$ cat config.mk
export PLATFORM = sky130hd
export DESIGN_NAME = seq_restoring_divider
export DESIGN_NICKNAME = d
export VERILOG_FILES = /design/src/rtl/seq_restoring_divider.sv
export SDC_FILE = /design/constraint.sdc
export NUM_CORES = 1
export LEC_CHECK = 0
export BUFFER_PORTS_ARGS = -buffer_cell sky130_fd_sc_hd__buf_2
export CAP_MARGIN = 10
export CORE_UTILIZATION = 25
export DETAILED_ROUTE_END_ITERATION = 6
export SLEW_MARGIN = 40
export SYNTH_ARGS = -nofsm -noshare
export SYNTH_HDL_FRONTEND = slang
export SYNTH_SLANG_ARGS = --single-unit
$ cat constraint.sdc
create_clock -name clk -period 2.2 [get_ports clk]
set_input_delay 0.33 -clock clk [delete_from_list [all_inputs] [get_ports clk]]
set_output_delay 0.33 -clock clk [all_outputs]
set_load 0.005 [all_outputs]
$ cat src/rtl/seq_restoring_divider.sv
// Multi-cycle restoring divider: one subtract-and-restore step per clock.
// Optional two's-complement mode when DIV_SIGNED_EN is defined.
module seq_restoring_divider #(
    parameter int WIDTH = 8
) (
    input  logic             clk,
    input  logic             rst_n,
    input  logic             start,
    input  logic [WIDTH-1:0] dividend,
    input  logic [WIDTH-1:0] divisor,
`ifdef DIV_SIGNED_EN
    input  logic             signed_op,
`endif
    output logic [WIDTH-1:0] quotient,
    output logic [WIDTH-1:0] remainder,
    output logic             busy,
    output logic             done,
    output logic             div_by_zero
);
    localparam int CW = $clog2(WIDTH + 1);

    typedef enum logic [1:0] {IDLE, RUN, FIN, ZERO} state_t;

    state_t           state_q, state_d;
    logic [CW-1:0]    cnt_q, cnt_d;
    logic [WIDTH:0]   r_q, r_d;
    logic [WIDTH-1:0] q_q, q_d;
    logic [WIDTH-1:0] dvs_q, dvs_d;
    logic [WIDTH-1:0] quo_q, quo_d;
    logic [WIDTH-1:0] rem_q, rem_d;
    logic             done_q, done_d;
    logic             dbz_q, dbz_d;
    logic [WIDTH:0]   r_sh, t;
    logic [WIDTH-1:0] a_mag, b_mag;
`ifdef DIV_SIGNED_EN
    logic             qneg_q, qneg_d;
    logic             rneg_q, rneg_d;
    logic             a_neg, b_neg;
`endif

    always_comb begin
`ifdef DIV_SIGNED_EN
        a_neg = signed_op & dividend[WIDTH-1];
        b_neg = signed_op & divisor[WIDTH-1];
        a_mag = a_neg ? (~dividend + 1'b1) : dividend;
        b_mag = b_neg ? (~divisor + 1'b1) : divisor;
`else
        a_mag = dividend;
        b_mag = divisor;
`endif
        r_sh = {r_q[WIDTH-1:0], q_q[WIDTH-1]};
        t    = r_sh - {1'b0, dvs_q};
    end

    always_comb begin
        state_d = state_q;
        cnt_d   = cnt_q;
        r_d     = r_q;
        q_d     = q_q;
        dvs_d   = dvs_q;
        quo_d   = quo_q;
        rem_d   = rem_q;
        done_d  = 1'b0;
        dbz_d   = dbz_q;
`ifdef DIV_SIGNED_EN
        qneg_d  = qneg_q;
        rneg_d  = rneg_q;
`endif
        case (state_q)
            IDLE: if (start) begin
                dbz_d = 1'b0;
                cnt_d = CW'(WIDTH);
                r_d   = '0;
                if (divisor == '0) begin
                    // Raw dividend is kept so ZERO can return it unmodified.
                    q_d     = dividend;
                    state_d = ZERO;
                end else begin
                    q_d     = a_mag;
                    dvs_d   = b_mag;
`ifdef DIV_SIGNED_EN
                    qneg_d  = a_neg ^ b_neg;
                    rneg_d  = a_neg;
`endif
                    state_d = RUN;
                end
            end
            RUN: begin
                cnt_d = cnt_q - CW'(1);
                if (!t[WIDTH]) begin
                    r_d = t;
                    q_d = {q_q[WIDTH-2:0], 1'b1};
                end else begin
                    r_d = r_sh;
                    q_d = {q_q[WIDTH-2:0], 1'b0};
                end
                if (cnt_q == CW'(1)) state_d = FIN;
            end
            FIN: begin
`ifdef DIV_SIGNED_EN
                // -2^(W-1)/-1 falls out naturally: magnitude 2^(W-1), no negation.
                quo_d = qneg_q ? (~q_q + 1'b1) : q_q;
                rem_d = rneg_q ? (~r_q[WIDTH-1:0] + 1'b1) : r_q[WIDTH-1:0];
`else
                quo_d = q_q;
                rem_d = r_q[WIDTH-1:0];
`endif
                done_d  = 1'b1;
                state_d = IDLE;
            end
            ZERO: begin
                quo_d   = '1;
                rem_d   = q_q;
                dbz_d   = 1'b1;
                done_d  = 1'b1;
                state_d = IDLE;
            end
            default: state_d = IDLE;
        endcase
    end

    always_ff @(posedge clk or negedge rst_n) begin
        if (!rst_n) begin
            state_q <= IDLE;
            cnt_q   <= '0;
            r_q     <= '0;
            q_q     <= '0;
            dvs_q   <= '0;
            quo_q   <= '0;
            rem_q   <= '0;
            done_q  <= 1'b0;
            dbz_q   <= 1'b0;
`ifdef DIV_SIGNED_EN
            qneg_q  <= 1'b0;
            rneg_q  <= 1'b0;
`endif
        end else begin
            state_q <= state_d;
            cnt_q   <= cnt_d;
            r_q     <= r_d;
            q_q     <= q_d;
            dvs_q   <= dvs_d;
            quo_q   <= quo_d;
            rem_q   <= rem_d;
            done_q  <= done_d;
            dbz_q   <= dbz_d;
`ifdef DIV_SIGNED_EN
            qneg_q  <= qneg_d;
            rneg_q  <= rneg_d;
`endif
        end
    end

    assign quotient    = quo_q;
    assign remainder   = rem_q;
    assign busy        = (state_q != IDLE);
    assign done        = done_q;
    assign div_by_zero = dbz_q;
endmodule

==> summary.md <==
| Metric | Value |
|---|---|
| Combinational share of power | 60.2% |
| Layout cells sized above 1 | 27.6% |
| Synth Warn # | 0 |
| Core ar. | 9370 sq um |
| CP Max Fanout | 6 |
| CTS tree | built |
| Most common cell after layout, fill and taps aside | dfrtp_1 |
| Pin count of the biggest net entering global routing | 33 |
| Crit path capture type | flop |
| Initial antenna violation count | 0 |
| Worst Hold Class | in -> async |
| Fillcell total | 997 |
| Ys flop type | dfrtp_1 |
| Routed vias | 1894 |
| Distinct cells, synth | 42 |
| Drt first-iter violations | 77 |
| Post-synthesis sequential area ratio | 49.1% |
| Worst Tran Pin Value | 0.559 ns |
| Post-Synthesis Cells | about 240 |
| Die Ht | 101 um |
| Mean cell area of the mapped netlist | 10.1 sq um |
| Mapped cell area | 2450 sq um |
| Post-Synth Adder-Cell Area | 5.93% |
| Final hold vios | 0 |
| Die area | 10200 sq um |
| CP required | approximately 2.4 ns |
| MaxCap Viol Count | 0 |
| Critical Path AT | ~2.5 ns |
| Slew Limit Fails | 0 |
| Total Wirelength | between 5 and 6 mm |
| Final worst setup slack | -0.0627 ns |
| R2R Path End | r_q[1]$_DFFE_PN0P_ |
| Antenna Nets Post-Route | 0 |
| Post-detail-place hpwl | around 4.2 mm |
| Drt wl/cell | 13.1 um |
| First-pass detailed-route iteration total | 4 |
| Nets | 327 |
| Top cell type by total area after synthesis | dfrtp_1 |
| XOR/XNOR Fraction of Synth Area | 2.86% |
| Crit path launch type | flop |
| R2R Setup Slk | -0.06 ns |
| Initial Util | 26.1% |
| Post-synthesis compound-gate area fraction | 15.4% |
| Syn-to-layout area delta | 23.9% |
| Reg-to-reg startpoint | dvs_q[0]$_DFFE_PN0P_ |
| Root buffer cell | clkbuf_8 |
| #FFs+latches synth | 48 |
| Multiplexer share of the synthesized area | under 10% |
| Int Pwr | 0.00330 W |
| Fraction of registers with async set/reset | 100% |
| Post-synthesis net count | between 200 and 300 |
| Run status | finished with violations |
| GRT Total Usage | a little under an eighth |
| Grt ovf | 0 |
| # IOs | 38 |
| Reg clk slew, reported paths | 0.09 ns |
| Clock Path Buffers | 2 |
| Path type of the worst setup path | reg -> reg |
| Yosys top cell area share | 49.1% |
| Switch share | 39.9% |
| H-tree levels | 2 |
| N_diodes | 0 |
| Layout Cells excl Fill | approximately 430 |
| Multi-input gate area | 1150 sq um |
| Worst r2r path cells | 8 |
| DRC | 0 |
| Insertion delay of the later-clocked pin in the worst-skew pair | approximately 0.30 ns |
| Clock power frac | between 10% and 20% |
| Num CTS Buffers | 5 |
| Number of global-route vias before repair | 1841 |
| Setup TNS | -0.424 ns |
| Sw power | 0.00219 W |
| Fraction of the mapped netlist area in simple logic gates | 15.1% |
| Skew final | 0.00961 ns |
| Placed Cells incl. Taps | 412 |
| Final Setup Violations | 7 |
| Max VDD drop | 0.582 mV |
| Global-route wire length before repair | 9.29 mm |
| Row cnt | 35 |
| Lkg Pwr | about 1.4 nW |
| Synth top area cells | dfrtp_1 (49%), mux2i_1 (5.3%), ha_1 (5.1%) |
| Rel. slew slack | 62.7% |
| Most frequent cells in the layout | dfrtp_1 (48), buf_2 (37), nand2_1 (31) |
| Post-synth EDFFs | 0 |
| RSZ-0062 raised after global routing | yes |
| PwrDens | 1810 nW/um^2 |
| Sequential share of power | 29.9% |
| Reg area | 1200 sq um |
| Fmax achieved | 442 MHz |
| Sink Count | 48 |
| Failing checks | setup timing |
| Buffers on Ports | 37 |
| Period utilization | 103% |
| Tmin final | between 2 and 2.5 ns |
| Vias per std cell | 4.45 |
| Chip Width | between 100 and 150 um |
| Main combinational cell family by area after synthesis | compound AO/OA/AOI/OAI gates |
| Gp weighted congestion | 0.762 |
==> metal layers <==
metal	vias up	GRT usage [%]	part of all wire (%)
met3	5	2.64	4.9
li1	948	-	-
met2	47	18.2	44
met5	-	0	0
met1	894	16.7	50
met4	0	3.34	0.72
==> worst max path at each step <==
stage / depth (start not counted) / startpoint / endpoint
global route: 9 / dvs_q[0]$_DFFE_PN0P_ / r_q[5]$_DFFE_PN0P_
CTS: 9 / q_q[7]$_DFFE_PN0P_ / r_q[0]$_DFFE_PN0P_
finish: 8 / dvs_q[0]$_DFFE_PN0P_ / r_q[1]$_DFFE_PN0P_
global placement: 9 / q_q[7]$_DFFE_PN0P_ / r_q[0]$_DFFE_PN0P_
detailed placement: 9 / q_q[7]$_DFFE_PN0P_ / r_q[0]$_DFFE_PN0P_
floorplan: 9 / q_q[7]$_DFFE_PN0P_ / r_q[0]$_DFFE_PN0P_
==> state kept, by name, indices dropped and copies added, names as in the netlist <==
name / count
state_q: 2
q_q: 8
done: 1
remainder: 8
cnt_q: 4
quotient: 8
div_by_zero: 1
r_q: 8
dvs_q: 8
==> final cells by class <==
type / count / area share (%)
Sequential cell: 48 / 39.6
Multi-Input combinational cell: 169 / 37.9
Timing Repair Buffer: 60 / 12.6
Tap cell: 129 / 5.32
Clock buffer: 6 / 2.72
Inverter: 13 / 1.61
Clock inverter: 1 / 0.289
==> synth_stat cells, types with 2 or more instances <==
cell	n
dfrtp_1	48
nand2_1	31
nor2_1	21
a21oi_1	16
inv_1	13
mux2i_1	13
o21ai_0	11
ha_1	10
a22oi_1	8
nand3_1	8
o22a_1	7
o21ai_1	6
xnor2_1	6
clkbuf_1	5
buf_1	3
nand2b_1	3
buf_6	2
mux2_4	2
nand3b_1	2
o21ai_2	2
or2_2	2
or4_1	2
xor2_1	2
==> through the flow <==
| stage | hold WS [ns] | power [W] | instance area (sq um) | utilization (%) | worst slack, ns |
|---|---|---|---|---|---|
| floorplan | 0.0344 | 0.00378 | 2450 | - | -0.00962 |
| global placement | 0.356 | 0.00457 | 2870 | 30.6 | -0.0329 |
| detailed placement | 0.354 | 0.00466 | 2870 | 30.6 | -0.0933 |
| CTS | 0.0149 | 0.00540 | 3000 | 32.1 | -0.0760 |
| global route | 0.0404 | 0.00597 | 3030 | 32.4 | -0.156 |
| finish | 0.00743 | 0.00549 | 3030 | 32.4 | -0.0627 |
==> repair_timing <==
action | 4_1_cts | 5_1_grt
setup buffers | 3 | 4
gates resized for setup | 2 | 0
pin swaps | 2 | 2
hold buffers | 0 | 0
setup endpoints to repair | 7 | 8
==> critical path, cell delays in order, from the launching register on <==
cell and delay (ns):
dfrtp_1 0.42, ha_4 0.18, fa_2 0.36, nor2b_4 0.13
o2111ai_2 0.13, a211o_1 0.32, o2111ai_4 0.19, mux2_4 0.34
o21ai_2 0.12
==> logic make-up after synthesis <==
kind of cell               after synthesis
and+or+nand+nor                         78
AOI/OAI and AO/OA                       56
DFF                                     48
buffers and inverters                   25
muxes                                   16
adders and majority gates               11
xor gates and xnor gates                 8
==> power by group through the flow <==
stage | clock [W] | sequential [W] | combinational [W]
after global placement | 0 | 0.00164 | 0.00293
after detailed placement | 0 | 0.00166 | 0.00300
after global routing | 0.000600 | 0.00170 | 0.00367
after CTS | 0.000573 | 0.00165 | 0.00318
final | 0.000548 | 0.00164 | 0.00330
after floorplan | 0 | 0.00161 | 0.00217
Note: power is estimated with default switching activity, not from simulation.
